## config.mk

```make
export PLATFORM = sky130hd
export DESIGN_NAME = ysyx_ifu_seq
export DESIGN_NICKNAME = d
export VERILOG_FILES = /design/src/rtl/ysyx_ifu_seq.sv
export SDC_FILE = /design/constraint.sdc
export NUM_CORES = 1
export LEC_CHECK = 0
export BUFFER_PORTS_ARGS = -buffer_cell sky130_fd_sc_hd__buf_2
export CORE_AREA = 5 5 167 186
export CTS_CLUSTER_SIZE = 24
export DETAILED_ROUTE_END_ITERATION = 10
export DIE_AREA = 0 0 172 191
export HOLD_SLACK_MARGIN = 0.15
export PLACE_DENSITY = 0.8
export SLEW_MARGIN = 30
export SYNTH_ARGS = -nofsm -noshare
export SYNTH_HDL_FRONTEND = slang
export SYNTH_SLANG_ARGS = --single-unit
```

## constraint.sdc

```tcl
create_clock -name clock -period 9.04 [get_ports clock]
set_clock_uncertainty 0.1 [all_clocks]
set_input_delay 0 -clock clock [delete_from_list [all_inputs] [get_ports clock]]
set_output_delay 0 -clock clock [all_outputs]
set_load 0.02 [all_outputs]
```

## src/rtl/ysyx_ifu_seq.sv

```systemverilog
// ysyx_ifu_seq -- fetch-side sequencer.
//
// Owns the fetch PC and keeps at most one I-cache request in flight.
// Responses go into a small FIFO that feeds the decoder. A redirect from
// writeback clears the FIFO, moves the PC to the corrected target and
// toggles an epoch bit. Any response still in flight then carries the old
// epoch and is dropped. A fence.i redirect also invalidates the I-cache
// before fetching resumes.
//
// Ports:
//   clock, reset                 clock, synchronous active-high reset
//   wbu_*                        redirect channel from writeback
//                                (flush_pipe qualifies all other fields)
//   req_valid/req_ready/req_addr fetch request to the I-cache
//   rsp_valid/rsp_inst/rsp_err   I-cache response (one per request)
//   icache_flush/_flush_done     invalidate-all handshake
//   out_*                        head of the fetch buffer toward IDU
//   redirect_cnt                 saturating count of accepted redirects
//   btb_upd_*                    predictor update, one cycle after a
//                                jump/branch redirect
module ysyx_ifu_seq #(
    parameter int               XLEN       = 32,
    parameter logic [XLEN-1:0]  RESET_PC   = XLEN'(32'h8000_0000),
    parameter int               FBUF_DEPTH = 2
) (
    input  logic            clock,
    input  logic            reset,
    input  logic            wbu_flush_pipe,
    input  logic [XLEN-1:0] wbu_cpc,
    input  logic [XLEN-1:0] wbu_rpc,
    input  logic            wbu_jen,
    input  logic            wbu_ben,
    input  logic            wbu_fence_i,
    input  logic            wbu_fence_time,
    output logic            req_valid,
    input  logic            req_ready,
    output logic [XLEN-1:0] req_addr,
    input  logic            rsp_valid,
    input  logic [31:0]     rsp_inst,
    input  logic            rsp_err,
    output logic            icache_flush,
    input  logic            icache_flush_done,
    output logic            out_valid,
    input  logic            out_ready,
    output logic [31:0]     out_inst,
    output logic [XLEN-1:0] out_pc,
    output logic [XLEN-1:0] out_pnpc,
    output logic            out_trap,
    output logic [31:0]     redirect_cnt,
    output logic            btb_upd_valid,
    output logic [XLEN-1:0] btb_upd_pc,
    output logic [XLEN-1:0] btb_upd_tgt
);

    localparam int PW = (FBUF_DEPTH > 1) ? $clog2(FBUF_DEPTH) : 1;
    localparam int CW = PW + 1;

    typedef enum logic [1:0] {
        ST_FETCH      = 2'd0,
        ST_FLUSH_REQ  = 2'd1,
        ST_FLUSH_WAIT = 2'd2
    } state_e;

    state_e          state_q;
    logic [XLEN-1:0] pc_q;
    logic [XLEN-1:0] pc_d;
    logic [XLEN-1:0] req_pc_q;
    logic            outstanding_q;
    logic            req_epoch_q;
    logic            epoch_q;
    logic            halt_q;
    logic            flush_q;
    logic [PW-1:0]   rd_ptr_q;
    logic [PW-1:0]   wr_ptr_q;
    logic [CW-1:0]   count_q;
    logic [31:0]     redirect_cnt_q;
    logic            btb_valid_q;
    logic [XLEN-1:0] btb_pc_q;
    logic [XLEN-1:0] btb_tgt_q;

    logic [31:0]     fb_inst_q [FBUF_DEPTH];
    logic [XLEN-1:0] fb_pc_q   [FBUF_DEPTH];
    logic [XLEN-1:0] fb_pnpc_q [FBUF_DEPTH];
    logic            fb_trap_q [FBUF_DEPTH];

    logic req_fire;
    logic rsp_fire;
    logic push;
    logic pop;
    logic flush_go;

    // Timing fences need nothing beyond an ordinary redirect.
    logic unused_fence_time;
    assign unused_fence_time = wbu_fence_time;

    // Issue only with nothing in flight and a guaranteed FIFO slot for the
    // reply. This credit rule is the only thing that prevents overflow.
    assign req_valid = !reset && (state_q == ST_FETCH) && !outstanding_q
                       && !halt_q && (count_q < CW'(FBUF_DEPTH));
    assign req_addr  = pc_q;
    assign req_fire  = req_valid && req_ready;
    assign rsp_fire  = rsp_valid && outstanding_q;
    // A reply is kept only if no redirect happened since it was issued
    // and none is happening now.
    assign push      = rsp_fire && (req_epoch_q == epoch_q) && !wbu_flush_pipe;
    assign pop       = out_valid && out_ready;
    // A fence.i redirect in the same cycle restarts the flush sequence
    // instead of firing the pulse.
    assign flush_go  = (state_q == ST_FLUSH_REQ) && !outstanding_q
                       && !(wbu_flush_pipe && wbu_fence_i);

    always_comb begin
        pc_d = pc_q;
        if (wbu_flush_pipe) begin
            pc_d = {wbu_cpc[XLEN-1:2], 2'b00};
        end else if (req_fire) begin
            pc_d = pc_q + XLEN'(4);
        end
    end

    always_ff @(posedge clock) begin
        if (reset) begin
            state_q        <= ST_FETCH;
            pc_q           <= RESET_PC;
            req_pc_q       <= '0;
            outstanding_q  <= 1'b0;
            req_epoch_q    <= 1'b0;
            epoch_q        <= 1'b0;
            halt_q         <= 1'b0;
            flush_q        <= 1'b0;
            rd_ptr_q       <= '0;
            wr_ptr_q       <= '0;
            count_q        <= '0;
            redirect_cnt_q <= '0;
            btb_valid_q    <= 1'b0;
            btb_pc_q       <= '0;
            btb_tgt_q      <= '0;
        end else begin
            pc_q        <= pc_d;
            flush_q     <= flush_go;
            btb_valid_q <= wbu_flush_pipe && (wbu_jen || wbu_ben);

            if (req_fire) begin
                outstanding_q <= 1'b1;
                req_epoch_q   <= epoch_q;
                req_pc_q      <= pc_q;
            end else if (rsp_fire) begin
                outstanding_q <= 1'b0;
            end

            case (state_q)
                ST_FLUSH_REQ:  if (flush_go) state_q <= ST_FLUSH_WAIT;
                ST_FLUSH_WAIT: if (icache_flush_done) state_q <= ST_FETCH;
                default:       ;
            endcase

            if (wbu_flush_pipe) begin
                epoch_q   <= ~epoch_q;
                halt_q    <= 1'b0;
                btb_pc_q  <= wbu_rpc;
                btb_tgt_q <= wbu_cpc;
                if (redirect_cnt_q != '1) begin
                    redirect_cnt_q <= redirect_cnt_q + 32'd1;
                end
                // A plain redirect leaves any flush in progress untouched.
                if (wbu_fence_i) begin
                    state_q <= ST_FLUSH_REQ;
                end
                rd_ptr_q <= '0;
                wr_ptr_q <= '0;
                count_q  <= '0;
            end else begin
                // A faulting fetch stops the stream until software redirects.
                if (push && rsp_err) begin
                    halt_q <= 1'b1;
                end
                if (push) wr_ptr_q <= wr_ptr_q + PW'(1);
                if (pop)  rd_ptr_q <= rd_ptr_q + PW'(1);
                count_q <= count_q + CW'(push) - CW'(pop);
            end
        end
    end

    // Fetch buffer storage, one register set per entry.
    for (genvar gi = 0; gi < FBUF_DEPTH; gi++) begin : g_fb
        always_ff @(posedge clock) begin
            if (reset) begin
                fb_inst_q[gi] <= '0;
                fb_pc_q[gi]   <= '0;
                fb_pnpc_q[gi] <= '0;
                fb_trap_q[gi] <= 1'b0;
            end else if (push && (wr_ptr_q == PW'(gi))) begin
                fb_inst_q[gi] <= rsp_inst;
                fb_pc_q[gi]   <= req_pc_q;
                fb_pnpc_q[gi] <= req_pc_q + XLEN'(4);
                fb_trap_q[gi] <= rsp_err;
            end
        end
    end

    assign out_valid     = (count_q != '0);
    assign out_inst      = fb_inst_q[rd_ptr_q];
    assign out_pc        = fb_pc_q[rd_ptr_q];
    assign out_pnpc      = fb_pnpc_q[rd_ptr_q];
    assign out_trap      = fb_trap_q[rd_ptr_q];
    // Masked by reset so the pulse disappears in the reset cycle itself.
    assign icache_flush  = flush_q && !reset;
    assign redirect_cnt  = redirect_cnt_q;
    assign btb_upd_valid = btb_valid_q;
    assign btb_upd_pc    = btb_pc_q;
    assign btb_upd_tgt   = btb_tgt_q;

endmodule

```

**After elaboration in Yosys (flattened, before gate mapping)**

Memory sizes are Yosys's and may differ from the RTL's. A register that Yosys moved wholly into a read port is not among the register bits.
Index checks and enable logic that the tools add are counted.

- Register bits: 172
- Bits in latches: 0
- RAM bits: 194
- Bits in read-only memories: 0
- Input bits: 108
- Output and inout bits: 229
- Logic and storage cells: 104
- Memories kept: 4

Memory list:

| memory | depth | bits a word | read ports | clocked after memory_dff | write ports | line | source |
|---|---|---|---|---|---|---|---|
| fb_inst_q | 2 | 32 | 1 | 1 | 2 | 81 | `logic [31:0] fb_inst_q [FBUF_DEPTH];` |
| fb_pc_q | 2 | 32 | 1 | 1 | 2 | 82 | `logic [XLEN-1:0] fb_pc_q [FBUF_DEPTH];` |
| fb_pnpc_q | 2 | 32 | 1 | 1 | 2 | 83 | `logic [XLEN-1:0] fb_pnpc_q [FBUF_DEPTH];` |
| fb_trap_q | 2 | 1 | 1 | 1 | 2 | 84 | `logic fb_trap_q [FBUF_DEPTH];` |

- Add/subtract/negate cells: 7
- $mul: 0
- Divide/modulo/power cells: 0
- Order comparisons: 1
- Equality and inequality tests: 4
- Shifts and indexed selects: 0
- Mux-type cells: 33
- Bitwise operators: 10
- Reduce and logical (&&, ||, !) cells: 29

Operators by type and width:

| cell | number |
|---|---|
| $mux 32 | 8 |
| $add 32x3->32 const B | 2 |
| $add 32x1->32 const B | 1 |
| $ne 32x32->1 const B | 1 |
| $mux 1 | 20 |
| $logic_and 1x1->1 | 17 |
| $mux 2 | 4 |
| $or 1x1->1 | 8 |
| $reduce_bool 2->1 | 3 |
| $logic_not 1->1 | 5 |
| $pmux 2 s2 | 1 |
| $add 1x1->1 const B | 2 |
| $add 2x1->2 | 1 |
| $eq 2x1->1 const B | 1 |
| $eq 2x2->1 const B | 1 |
| $logic_not 2->1 | 1 |
| $lt 2x2->1 const B | 1 |
| $not 1->1 | 2 |
| $reduce_and 2->1 | 1 |
| $reduce_or 2->1 | 1 |
| $sub 2x1->2 | 1 |
| $eq 1x1->1 | 1 |
| $logic_or 1x1->1 | 1 |

**Logic depth before layout (Yosys ltp)**

- Depth after elaboration: 8
- Depth in mapped cells: 9

**Worst setup path after synthesis**

OpenSTA, ideal clock, no wires.

- Kind: register -> register
- Start point: reg epoch_q
- End point: mem fb_inst_q[0][0], enable pin
- Setup time: 0.674 ns
- Data arrival time: 7.326 ns
- Data required time: 8.266 ns
- Setup slack: 0.940 ns
- Cell stages (with the launch flop): 4
- Buffers on the path: 0
- Clock period less this slack: 8.100 ns
- Cell sequence: dfxtp_1 > xnor2_1 > nand4_1 > o21ai_0

RTL lines:

| element | line | source |
|---|---|---|
| start, declared | 70 | `logic epoch_q;` |
| start signal, assigned | 158 | `epoch_q <= ~epoch_q;` |
| end, declared | 81 |  |

==> reports/qor.csv <==
metric,value,unit
grt_use_total,24.7,%
period_share,38.6,%
final_cell_mix,"buf_2 (327), edfxtp_1 (186), dfxtp_1 (168)",
wirelength,42000,um
ys_seq_elements,355,
antenna_found_initial,1,
finalSetupViolations,0,
finalSetupTns,0,ps
vias,12300,
initialDrtViolationCount,740,
initial_core_util,53.9,%
gp_congestion,0.845,
max-cap-violations,0,
peakVddDrop,0.158,mV
portBuffers,329,
critPathCaptureType,flip-flop,
leakage,0.00818,uW
dp_hpwl,26000,um
ioPinCount,337,
fill_cells,2048,
grt_pass1_wl,65200,um
clockBufferDepth,3,
cts_hold_buf,134,
final_common_cell,buf_2,
status,"complete, no violations",
nets,1945,
worst_pin_slew,875,ps
grt_pass1_vias,12500,
register_area,0.00897,sq mm
synth.distinct_cells,60,
dieArea,0.0329,sq mm
hold_viol_final,0,
ant_nets,0,
htree_levels,2,
slew_headroom,41.7,%
cts_tree,built,
viasPerCell,5.51,
async_flop_share,0,%
cts_resized,0,
place_area,0.0175,sq mm
dieWidth,172,um
clk_latency,510,ps
root_buffer,clkbuf_16,
clock-sinks,355,
worst_slack,5550,ps
syn_inst,1402,
synthFlopType,edfxtp_1,
critPathKind,input pin to flip-flop,
max_freq,0.287,GHz
grt_start_max_net_pins,78,
ys_seq_area_share,57.2,%
area_growth,27.9,%
required,9080,ps
hold_path_class,input pin to flip-flop,
total_power,3590,uW
yosysWarningCount,0,
clk_pin_slew,60,ps
gr-total-overflow,0,
synth_edf_count,186,
wire_per_inst,18.8,um
dr.pass1.iters,5,
final_layout_size_suffix_gt1_share,28.2,%
rows,66,
cts_buffers,36,
postCtsSetupRepairBufs,0,
power_density,179,mW/mm^2
dp_slack,5160,ps
crit_fanout,75,
multi_input_area,0.00627,sq mm
rsz0062_at_grt,no,
drc,0,
core,0.0291,sq mm
final_area,0.0200,sq mm
die_height,191,um
worstPathArrival,3520,ps
synth_area,0.0157,sq mm
start_kind,input pin,
avgSynthCellArea,11.2,sq um
period_needed,3490,ps
drv_slew,0,
==> per-layer routing <==
| metal | share of wire, % | wire length, um | GRT usage [%] |
|---|---|---|---|
| met4 | 3.1 | 1320 | 7.92 |
| met1 | 40 | 16800 | 30.9 |
| met2 | 48 | 20300 | 42.1 |
| met5 | 0 | 0 | 0 |
| met3 | 8.6 | 3620 | 5.98 |
==> sequential cells by signal (all words and copies together) (netlist names), named ones only <==
register and flops:
req_addr 30, epoch_q 1, fb_trap_q 2, btb_upd_pc 32
fb_pc_q 60, count_q 2, fb_inst_q 64, wr_ptr_q 1
req_epoch_q 1, flush_q 1, fb_pnpc_q 60, outstanding_q 1
btb_upd_tgt 32, req_pc_q 30, redirect_cnt 32, btb_upd_valid 1
halt_q 1, state_q 2, rd_ptr_q 1
==> cell type report <==
type	instances	share of cell area [%]
well taps	374	2.33
multi-input cells	945	31.3
repair buffers	474	15.5
diodes	3	0.0375
clock buffers	48	5.17
inverters	17	0.325
clock inverters	14	0.568
flip-flops and latches	355	44.8
==> cell usage after synthesis, types with 17 or more instances <==
library cell | n | area [sq um]
a211oi_1 | 23 | 173
a21oi_1 | 63 | 315
and2_1 | 133 | 832
buf_2 | 20 | 100
clkbuf_1 | 54 | 203
dfxtp_1 | 169 | 3380
edfxtp_1 | 186 | 5590
mux2_2 | 94 | 1060
mux2i_1 | 63 | 631
nand2_1 | 110 | 413
nand3_1 | 34 | 170
nand4_1 | 31 | 194
nor2_1 | 166 | 623
nor3_1 | 17 | 85.1
xnor2_1 | 26 | 228
xor2_1 | 35 | 307
==> cells by family after synthesis <==
| kind of cell | synth area share [%] |
|---|---|
| buf+inv | 3.08 |
| xor+xnor | 3.41 |
| flops | 57.2 |
| other cells | 0.0239 |
| fa+ha+maj | 0.639 |
| simple gates | 19.6 |
| mux | 10.9 |
| compound gates | 5.08 |
==> final timing paths <==
| path | startpoint | end | slack [ps] | cells past startpoint |
|---|---|---|---|---|
| max reg2reg | state_q[1] | req_addr[21] | 5970 | 9 |
| min reg2reg | btb_upd_tgt[2] | btb_upd_tgt[2] | 360 | 2 |
| min | wbu_rpc[8] | btb_upd_pc[8] | 190 | 4 |
| max | wbu_flush_pipe | fb_inst_q[0][8] | 5550 | 6 |
==> worst max-delay path: stages <==
cell,delay [ps]
dlygate4sd3_1,540
buf_4,270
clkinv_2,630
nand4_1,570
o21ai_4,700
buf_6,630
==> where the power goes <==
part           internal, uW  switching (uW)
logic                   140             196
clock network           859             598
registers              1760            44.3
total                  2760             838
==> stage by stage <==
| stage | std cells | util, % | hold slack, ps |
|---|---|---|---|
| 5_1_grt | 2228 | 68.9 | 204 |
| 2_1_floorplan | 1407 | - | 16.2 |
| 3_3_place_gp | 2030 | 60.2 | 122 |
| 6_report | 2230 | 69.0 | 185 |
| 4_1_cts | 2226 | 68.8 | 151 |
| 3_5_place_dp | 2030 | 60.2 | 127 |
Note: power is estimated with default switching activity, not from simulation.
